===== config.mk =====
export PLATFORM = sky130hd
export DESIGN_NAME = demux_rr_dispatcher_flat
export DESIGN_NICKNAME = d
export VERILOG_FILES = /design/src/rtl/demux_pkg.sv /design/src/rtl/demux_rr_dispatcher_if.sv /design/src/rtl/rr_pick.sv /design/src/rtl/demux_rr_dispatcher.sv /design/src/flat_wrapper.sv
export SDC_FILE = /design/constraint.sdc
export NUM_CORES = 1
export LEC_CHECK = 0
export BUFFER_PORTS_ARGS = -buffer_cell sky130_fd_sc_hd__buf_2
export CAP_MARGIN = 20
export CORE_ASPECT_RATIO = 0.75
export CORE_MARGIN = 2
export CORE_UTILIZATION = 30
export DETAILED_ROUTE_END_ITERATION = 16
export GPL_TIMING_DRIVEN = 0
export PLACE_DENSITY = 0.53
export SETUP_SLACK_MARGIN = 0.05
export SLEW_MARGIN = 20
export SYNTH_ARGS = -nofsm -noshare
export SYNTH_HDL_FRONTEND = slang
export SYNTH_SLANG_ARGS = --single-unit

===== constraint.sdc =====
create_clock -name clk -period 2.3 [get_ports clk]
set_input_delay 0.46 -clock clk [delete_from_list [all_inputs] [get_ports clk]]
set_output_delay 0.46 -clock clk [all_outputs]
set_load 0.01 [all_outputs]

===== src/rtl/demux_pkg.sv =====
// Shared types and sizes for the round-robin demux dispatcher.
package demux_pkg;

  localparam int N_OUT = 4;
  localparam int SEL_W = 2;

  typedef logic [SEL_W-1:0] sel_t;

  typedef enum logic {
    EMPTY = 1'b0,
    FULL  = 1'b1
  } slot_state_t;

endpackage : demux_pkg


===== src/rtl/demux_rr_dispatcher_if.sv =====
// Producer/consumer bundle of the dispatcher; the slave modport is the dispatcher side.
interface demux_rr_dispatcher_if #(
  parameter int WIDTH = 2
);
  import demux_pkg::*;

  logic                             in_valid;
  logic                             in_ready;
  logic [WIDTH-1:0]                 in_data;
  sel_t                             in_dest;
  logic                             in_auto;
  logic [N_OUT-1:0]                 out_valid;
  logic [N_OUT-1:0]                 out_ready;
  logic [N_OUT-1:0][WIDTH-1:0]      out_data;
  sel_t                             sel;
  logic [N_OUT-1:0][7:0]            acc_cnt;

  modport master (
    output in_valid, in_data, in_dest, in_auto, out_ready,
    input  in_ready, out_valid, out_data, sel, acc_cnt
  );

  modport slave (
    input  in_valid, in_data, in_dest, in_auto, out_ready,
    output in_ready, out_valid, out_data, sel, acc_cnt
  );

endinterface : demux_rr_dispatcher_if


===== src/rtl/rr_pick.sv =====
// Rotate-and-find-first-set: returns the first requesting index at or after ptr_i, wrapping mod 4.
module rr_pick
  import demux_pkg::*;
(
  input  logic [N_OUT-1:0] req_i,
  input  sel_t             ptr_i,
  output sel_t             gnt_idx_o,
  output logic             any_o
);

  sel_t cand;

  // Scan from the farthest offset down so the closest hit to ptr_i wins.
  always_comb begin
    gnt_idx_o = '0;
    any_o     = 1'b0;
    cand      = '0;
    for (int k = N_OUT - 1; k >= 0; k--) begin
      cand = ptr_i + sel_t'(k);
      if (req_i[cand]) begin
        any_o     = 1'b1;
        gnt_idx_o = cand;
      end
    end
  end

endmodule : rr_pick


===== src/rtl/demux_rr_dispatcher.sv =====
// 1-to-4 demux with single-slot registered channels; target is in_dest or the next free channel round-robin.
module demux_rr_dispatcher
  import demux_pkg::*;
#(
  parameter int WIDTH = 2
) (
  input  logic                  clk,
  input  logic                  rst_n,
  demux_rr_dispatcher_if.slave  bus
);

  slot_state_t                 slot_q [N_OUT];
  logic [N_OUT-1:0][WIDTH-1:0] data_q;
  logic [N_OUT-1:0][7:0]       cnt_q;
  sel_t                        sel_q, sel_d;
  sel_t                        rrPtr_q, rrPtr_d;

  logic [N_OUT-1:0] freeMask;
  logic [N_OUT-1:0] writeEn;
  sel_t             rrGnt;
  logic             rrAny;
  sel_t             target;
  logic             accept;

  // A full slot counts as free when its consumer drains it this cycle.
  always_comb begin
    freeMask = '0;
    for (int i = 0; i < N_OUT; i++) begin
      freeMask[i] = (slot_q[i] == EMPTY) || bus.out_ready[i];
    end
  end

  rr_pick u_rr_pick (
    .req_i     (freeMask),
    .ptr_i     (rrPtr_q),
    .gnt_idx_o (rrGnt),
    .any_o     (rrAny)
  );

  assign target       = bus.in_auto ? rrGnt : bus.in_dest;
  assign bus.in_ready = bus.in_auto ? rrAny : freeMask[bus.in_dest];
  assign accept       = bus.in_valid && bus.in_ready;

  always_comb begin
    writeEn = '0;
    sel_d   = sel_q;
    rrPtr_d = rrPtr_q;
    if (accept) begin
      writeEn[target] = 1'b1;
      sel_d           = target;
      if (bus.in_auto) begin
        rrPtr_d = target + sel_t'(1);
      end
    end
  end

  always_ff @(posedge clk or negedge rst_n) begin
    if (!rst_n) begin
      for (int i = 0; i < N_OUT; i++) begin
        slot_q[i] <= EMPTY;
      end
      data_q  <= '0;
      cnt_q   <= '0;
      sel_q   <= '0;
      rrPtr_q <= '0;
    end else begin
      sel_q   <= sel_d;
      rrPtr_q <= rrPtr_d;
      for (int i = 0; i < N_OUT; i++) begin
        case (slot_q[i])
          EMPTY: begin
            if (writeEn[i]) begin
              slot_q[i] <= FULL;
            end
          end
          FULL: begin
            if (!writeEn[i] && bus.out_ready[i]) begin
              slot_q[i] <= EMPTY;
            end
          end
          default: slot_q[i] <= EMPTY;
        endcase
        if (writeEn[i]) begin
          data_q[i] <= bus.in_data;
          cnt_q[i]  <= cnt_q[i] + 8'd1;
        end
      end
    end
  end

  always_comb begin
    bus.out_valid = '0;
    for (int i = 0; i < N_OUT; i++) begin
      bus.out_valid[i] = (slot_q[i] == FULL);
    end
  end

  assign bus.out_data = data_q;
  assign bus.acc_cnt  = cnt_q;
  assign bus.sel      = sel_q;

endmodule : demux_rr_dispatcher


===== src/flat_wrapper.sv =====
// flat-port wrapper written by rule: the top's interface ports become plain ports
module demux_rr_dispatcher_flat import demux_pkg::*;
#(
  parameter int WIDTH = 2
)
  (clk, rst_n, bus_in_valid, bus_in_data, bus_in_dest, bus_in_auto, bus_out_ready, bus_in_ready, bus_out_valid, bus_out_data, bus_sel, bus_acc_cnt);
  demux_rr_dispatcher_if #(.WIDTH(WIDTH)) bus_i ();
  input  logic clk;
  input  logic rst_n;
  input wire logic [$bits(bus_i.in_valid)-1:0] bus_in_valid;
  input wire logic [$bits(bus_i.in_data)-1:0] bus_in_data;
  input wire logic [$bits(bus_i.in_dest)-1:0] bus_in_dest;
  input wire logic [$bits(bus_i.in_auto)-1:0] bus_in_auto;
  input wire logic [$bits(bus_i.out_ready)-1:0] bus_out_ready;
  output wire logic [$bits(bus_i.in_ready)-1:0] bus_in_ready;
  output wire logic [$bits(bus_i.out_valid)-1:0] bus_out_valid;
  output wire logic [$bits(bus_i.out_data)-1:0] bus_out_data;
  output wire logic [$bits(bus_i.sel)-1:0] bus_sel;
  output wire logic [$bits(bus_i.acc_cnt)-1:0] bus_acc_cnt;
  assign bus_i.in_valid = bus_in_valid;
  assign bus_i.in_data = bus_in_data;
  assign bus_i.in_dest = bus_in_dest;
  assign bus_i.in_auto = bus_in_auto;
  assign bus_i.out_ready = bus_out_ready;
  assign bus_in_ready = bus_i.in_ready;
  assign bus_out_valid = bus_i.out_valid;
  assign bus_out_data = bus_i.out_data;
  assign bus_sel = bus_i.sel;
  assign bus_acc_cnt = bus_i.acc_cnt;
  demux_rr_dispatcher #(.WIDTH(WIDTH)) u_core (.clk(clk), .rst_n(rst_n), .bus(bus_i));
endmodule

### Yosys cells after proc, flatten, opt, wreduce, memory -nomap -nowiden

Index checks and enable logic that the tools add are counted.
W data, S select, Z words.

| operators by class | value |
|---|---|
| add/sub/neg operators | 8 |
| magnitude comparators | 7 |
| multiplexer cells | 35 |
| bitwise logic cells | 4 |
| reduce and logical (&&, ||, !) cells | 15 |

Operators by type and width:

| operator | count |
|---|---|
| $add A8 B1 Y8 const B | 4 |
| $mux W1 | 19 |
| $lt A2 B3 Y1 const B | 6 |
| $bmux W1 S2 | 5 |
| $mux W2 | 5 |
| $pmux W1 S2 | 4 |
| $logic_and A1 B1 Y1 | 6 |
| $add A2 B1 Y2 const B | 2 |
| $add A2 B2 Y2 const B | 2 |
| $logic_not A1 Y1 | 4 |
| $logic_or A1 B1 Y1 | 4 |
| $mux W4 | 1 |
| $not A1 Y1 | 4 |
| $demux W1 S2 | 1 |
| $ge A2 B1 Y1 const B | 1 |
| $reduce_and A2 Y1 | 1 |

| storage, ports and cells | value |
|---|---|
| flip-flop bits (word level) | 48 |
| output and inout bits | 47 |

### Logic depth before layout (Yosys ltp)

| logic depth | value |
|---|---|
| word-level depth | 18 |
| mapped depth | 7 |
| depth with buffers taken out | 6 |

### Hierarchy

Synthesis repeated with hierarchy kept, for this count alone.

| second synthesis, totals | value |
|---|---|
| cell total of the unflattened synthesis | 194 |
| area total of the unflattened synthesis | 2265.9 um2 |

Modules (own cells, without submodules):

| module | times used | cells each | area each (um2) | sequential area each (um2) |
|---|---|---|---|---|
| demux_rr_dispatcher | 1 | 181 | 2188.3 | 1201.2 |
| rr_pick | 1 | 13 | 77.6 | 0.0 |

### Worst setup path before layout

OpenSTA, ideal clock, no wires.

| timing | value |
|---|---|
| path kind | input to register |
| start | input bus_out_ready[3] |
| end | register u_core.cnt_q, in the netlist u_core.bus.acc_cnt[1] |
| data arrival time | 1.984 ns |
| required time | 2.175 ns |
| path slack | 0.191 ns |
| stages on the path | 6 |
| path through | nand2b_1 > a221o_1 > o21ai_2 > nand4b_1 > buf_2 > mux2_2 |

| on the way | value |
|---|---|
| word-level cells in the longest chain between the ends | 13 |
| elaborated cells between the ends (all ways) | 28 |
| classes of those cells | order compare (2); mux (23); reduce/logical (3) |

RTL lines:

| what | RTL line | text |
|---|---|---|
| start: declaration | flat_wrapper.sv:14 | `input wire logic [$bits(bus_i.out_ready)-1:0] bus_out_ready;` |
| $logic_or A1 B1 Y1 * | demux_rr_dispatcher.sv:29 | `freeMask[i] = (slot_q[i] == EMPTY) \|\| bus.out_ready[i];` |
| $bmux W1 S2 | rr_pick.sv:20 | `if (req_i[cand]) begin` |
| $mux W1 (not written as such) | rr_pick.sv:20 |  |
| $mux W2 (4 in series) | rr_pick.sv:20 |  |
| $mux W2 | demux_rr_dispatcher.sv:40 | `assign target = bus.in_auto ? rrGnt : bus.in_dest;` |
| $lt A2 B3 Y1 (not written as such) / $ge A2 B1 Y1 (equally long branches) | demux_rr_dispatcher.sv:49 | `writeEn[target] = 1'b1;` |
| $logic_and A1 B1 Y1 (not written as such) | demux_rr_dispatcher.sv:49 |  |
| $mux W1 (not written as such) | demux_rr_dispatcher.sv:49 |  |
| $demux W1 S2 | - |  |
| $mux W4 * | demux_rr_dispatcher.sv:48 | `if (accept) begin` |
| end signal: indexed assignment | demux_rr_dispatcher.sv:85 | `cnt_q[i] <= cnt_q[i] + 8'd1;` |
| end: declaration | demux_rr_dispatcher.sv:14 | `logic [N_OUT-1:0][7:0] cnt_q;` |

Every way passes the cells marked *; elsewhere a longest branch is shown, timed or not. The select of a mux whose other input is x is not followed.
A chain may end at the register's enable or synchronous reset.

### Worst setup path after layout

| timing | value |
|---|---|
| start | register u_core.slot_q, in the netlist u_core.bus.out_valid[0] |
| end | register u_core.data_q, in the netlist u_core.bus.out_data[1] |

| on the way | value |
|---|---|
| word-level cells in the longest chain between the ends | 14 |
| elaborated cells between the ends (all ways) | 29 |
| classes of those cells | order compare (2); mux (23); bitwise (1); reduce/logical (3) |

RTL lines:

| what | RTL line | text |
|---|---|---|
| start: declaration | demux_rr_dispatcher.sv:12 | `slot_state_t slot_q [N_OUT];` |
| start signal: indexed assignment | demux_rr_dispatcher.sv:60 | `slot_q[i] <= EMPTY;` |
| start signal: indexed assignment | demux_rr_dispatcher.sv:73 | `slot_q[i] <= FULL;` |
| start signal: indexed assignment | demux_rr_dispatcher.sv:78 | `slot_q[i] <= EMPTY;` |
| $not A1 Y1 * | - |  |
| $logic_or A1 B1 Y1 * | demux_rr_dispatcher.sv:29 |  |
| $bmux W1 S2 | rr_pick.sv:20 |  |
| $mux W1 (not written as such) | rr_pick.sv:20 |  |
| $mux W2 (4 in series) | rr_pick.sv:20 |  |
| $mux W2 | demux_rr_dispatcher.sv:40 |  |
| $lt A2 B3 Y1 (not written as such) / $ge A2 B1 Y1 (equally long branches) | demux_rr_dispatcher.sv:49 |  |
| $logic_and A1 B1 Y1 (not written as such) | demux_rr_dispatcher.sv:49 |  |
| $mux W1 (not written as such) | demux_rr_dispatcher.sv:49 |  |
| $demux W1 S2 | - |  |
| $mux W4 * | demux_rr_dispatcher.sv:48 |  |
| end signal: indexed assignment | demux_rr_dispatcher.sv:84 | `data_q[i] <= bus.in_data;` |
| end: declaration | demux_rr_dispatcher.sv:13 | `logic [N_OUT-1:0][WIDTH-1:0] data_q;` |

Marks and branches as above.

==> qor.txt <==
Unrepaired setup endpoints after global routing: no
CP Buf/Inv Count: 1
Worst r2r src: u_core.bus.out_valid[0]$_DFF_PN0_
Hold Vio Cnt, Final: 0
Share of cells above drive strength 1: 0.3444
Setup violators final: 0
Power per Cell Area: 1054 nW/um^2
Area of the multi-input gates: 1099 um^2
Worst Hold Class: in2async
Max IR drop VDD: 0.0004452 V
Cell family with most CP delay: compound AO/OA/AOI/OAI gates
Final cycle utilization of the critical path: 0.9159
Antenna violations before repair: 0
Critical Path, Cell by Cell: nand4bb_4 > a31o_1 > a221o_1 > nand4b_1 > buf_4 > mux2_2
Setup crit end kind: flop
Synth area leader: dfrtp_1
Critical path class: reg2reg
Number of fill cells: 760
Placer Congestion: 0.7748
DR vias: 1732
Longest Clk Path Bufs: 2
Setup ws final: 193.5 ps
CTS root buffer: clkbuf_8
Most frequent cells after synthesis: 48 x dfrtp_1, 23 x nand2_1, 17 x xnor2_1, 13 x nor2_1, 12 x xor2_1
Maxcap violations: 0
Row cnt: 27
I/O pins: 59
Vias/cell: 4.668
Share of async-settable or async-resettable flops after synthesis: 1.000
First-pass GRT wire length: 8176 um
Synth Register Bits: 48
Diodes inserted: 0
Starting Density: 0.3112
Critical Path Source Type: flop
Fin Clk Skew: 2.933 ps
Worst setup path end: u_core.bus.out_data[1]$_DFFE_PN0P_
Die W: 104.9 um
Status: finished, final reports clean
Crit path max fanout: 10
Nets: 285
Fin. max-slew vios: 0
Min Clock Period, post-route: 2106 ps
WL final: 5037 um
Syn Nets: 219
Drt first pass iters: 4
Register area share after synthesis: 0.5240
Crit path arrival time: 2290 ps
CP max-delay cell: dfrtp_2
CTS Buf Count: 5
Final hold slack: 176.5 ps
Post-synth top area share: 0.5240
Starting DRT DRC Count: 64
Highest clock rate: 474.7 MHz
Setup slack after placement: -239.9 ps
Largest net degree at the start of global routing: 49
Critical Path Source: u_core.bus.out_valid[0]$_DFF_PN0_
WL per Instance: 13.58 um
GR Overflow Total: 0
# hold bufs at CTS: 0
Fin util: 0.3892
Synth unique cells: 42
IO buf count: 58
Post-Syn Instances: 203
Setup TNS: 0 ps
Critical Path RT: 2490 ps
Die ar.: 8363 um^2
R2r setup slk: 190 ps
Leakage power: 0.001374 uW
Post-synth EDFFs: 0
Most used DFF post-synth: dfrtp_1
Core Box Area: 7365 um^2
Delay of the slowest cell on the worst path: 420 ps
H-tree lvl count: 2
Clock transition at the registers of the reported paths: 80 ps
Vias in the first global route: 1628
DRC: 0
Slew @ Worst Pin: 620.2 ps
Global router's overall resource usage: 0.1236
Chip height: 79.70 um
Syn_area_per_cell: 11.29 um^2
CTS tree: yes
Relative slew slack: 0.5865
Area contributors post-synth: dfrtp_1 52%, xnor2_1 6.5%, mux2_2 4.9%
HPWL after detailed placement: 3529 um
Yosys warns: 0
Most numerous cell in the Yosys netlist: dfrtp_1
Layout area overhead: 25.05%
CP Depth: 6
Clock Latency Late Sink: 300 ps
FF/Latch Area: 1202 um^2
R2R depth: 6
Worst reg2reg endpoint: u_core.bus.out_data[1]$_DFFE_PN0P_
Synthesized cell area: 2292 um^2
Final ANT Viol Nets: 0
Clock sink total: 48
## logic make-up (layout without fill, tap and decap cells)
family,Yosys count,after routing,synth area share
buffers and inverters,9,76,0.01747
AND/OR/NAND/NOR,82,82,0.2003
flip-flops,48,48,0.5240
AO/OA/AOI/OAI,20,20,0.07205
multiplexers,11,11,0.05349
adder cells (fa/ha/maj),4,4,0.02183
XOR/XNOR,29,29,0.1108
## per-layer routing
layer	part of all wire	up-vias	GRT usage
met1	0.52	839	0.1854
met2	0.43	43	0.1701
met3	0.043	8	0.02857
met5	0	-	0
li1	-	842	-
met4	0.014	0	0.04800
## final cells by class
type / instances / area share
Sequential cell: 48 / 0.4195
Multi-Input combinational cell: 146 / 0.3832
Timing Repair Buffer: 60 / 0.1074
Tap cell: 101 / 0.04409
Clock buffer: 8 / 0.03143
Buffer: 3 / 0.007857
Inverter: 5 / 0.006547
## cells in the final DEF, fill, tap and decap left out, types with 2 or more instances in the layout
master	n
o21ai_0	4
clkbuf_8	6
clkbuf_1	2
buf_4	6
and4_1	2
nor3_1	4
a211oi_2	2
nor2_1	13
xor2_1	12
nand2_1	23
nand3_1	8
xnor2_1	17
nor2b_1	2
nand4b_1	2
buf_2	57
nand2b_1	4
ha_1	4
nor3_2	3
a21oi_1	2
and3_1	3
dfrtp_1	47
nand4_1	9
inv_1	5
mux2_2	10
a221o_1	2
## metrics by stage
stage | instances | total power, uW | cell area, um^2
floorplan | 203 | 2043 | 2292
global placement | 362 | 2478 | 2709
detailed placement | 362 | 2496 | 2711
CTS | 370 | 3037 | 2806
global route | 371 | 3288 | 2867
finish | 371 | 3022 | 2867
## worst min path at each step
| stage | end | slack [ps] | cells past startpoint |
|---|---|---|---|
| floorplan | u_core.bus.acc_cnt[0]$_DFFE_PN0P_ | 160 | 0 |
| global placement | u_core.bus.acc_cnt[31]$_DFFE_PN0P_ | 450 | 1 |
| detailed placement | u_core.bus.acc_cnt[31]$_DFFE_PN0P_ | 460 | 1 |
| CTS | u_core.bus.acc_cnt[4]$_DFFE_PN0P_ | 200 | 1 |
| global route | u_core.bus.acc_cnt[14]$_DFFE_PN0P_ | 220 | 1 |
| finish | u_core.bus.acc_cnt[7]$_DFFE_PN0P_ | 180 | 1 |
## flip-flops by register name (all words and copies together) (netlist names)
name	flops
u_core.bus.acc_cnt	32
u_core.bus.out_data	8
u_core.bus.out_valid	4
u_core.bus.sel	2
u_core.rrPtr_q	2
## repair_timing
item,4_1_cts,5_1_grt
buffers inserted,0,2
endpoints found under the hold margin,0,0
setup endpoints to repair,7,32
resized for setup,2,11
pin swaps,0,4
## power by group
part	internal (uW)	switching, uW
registers	1120	309
logic	505	566
clock network	246	272
Power figures use the tool's default switching activity.
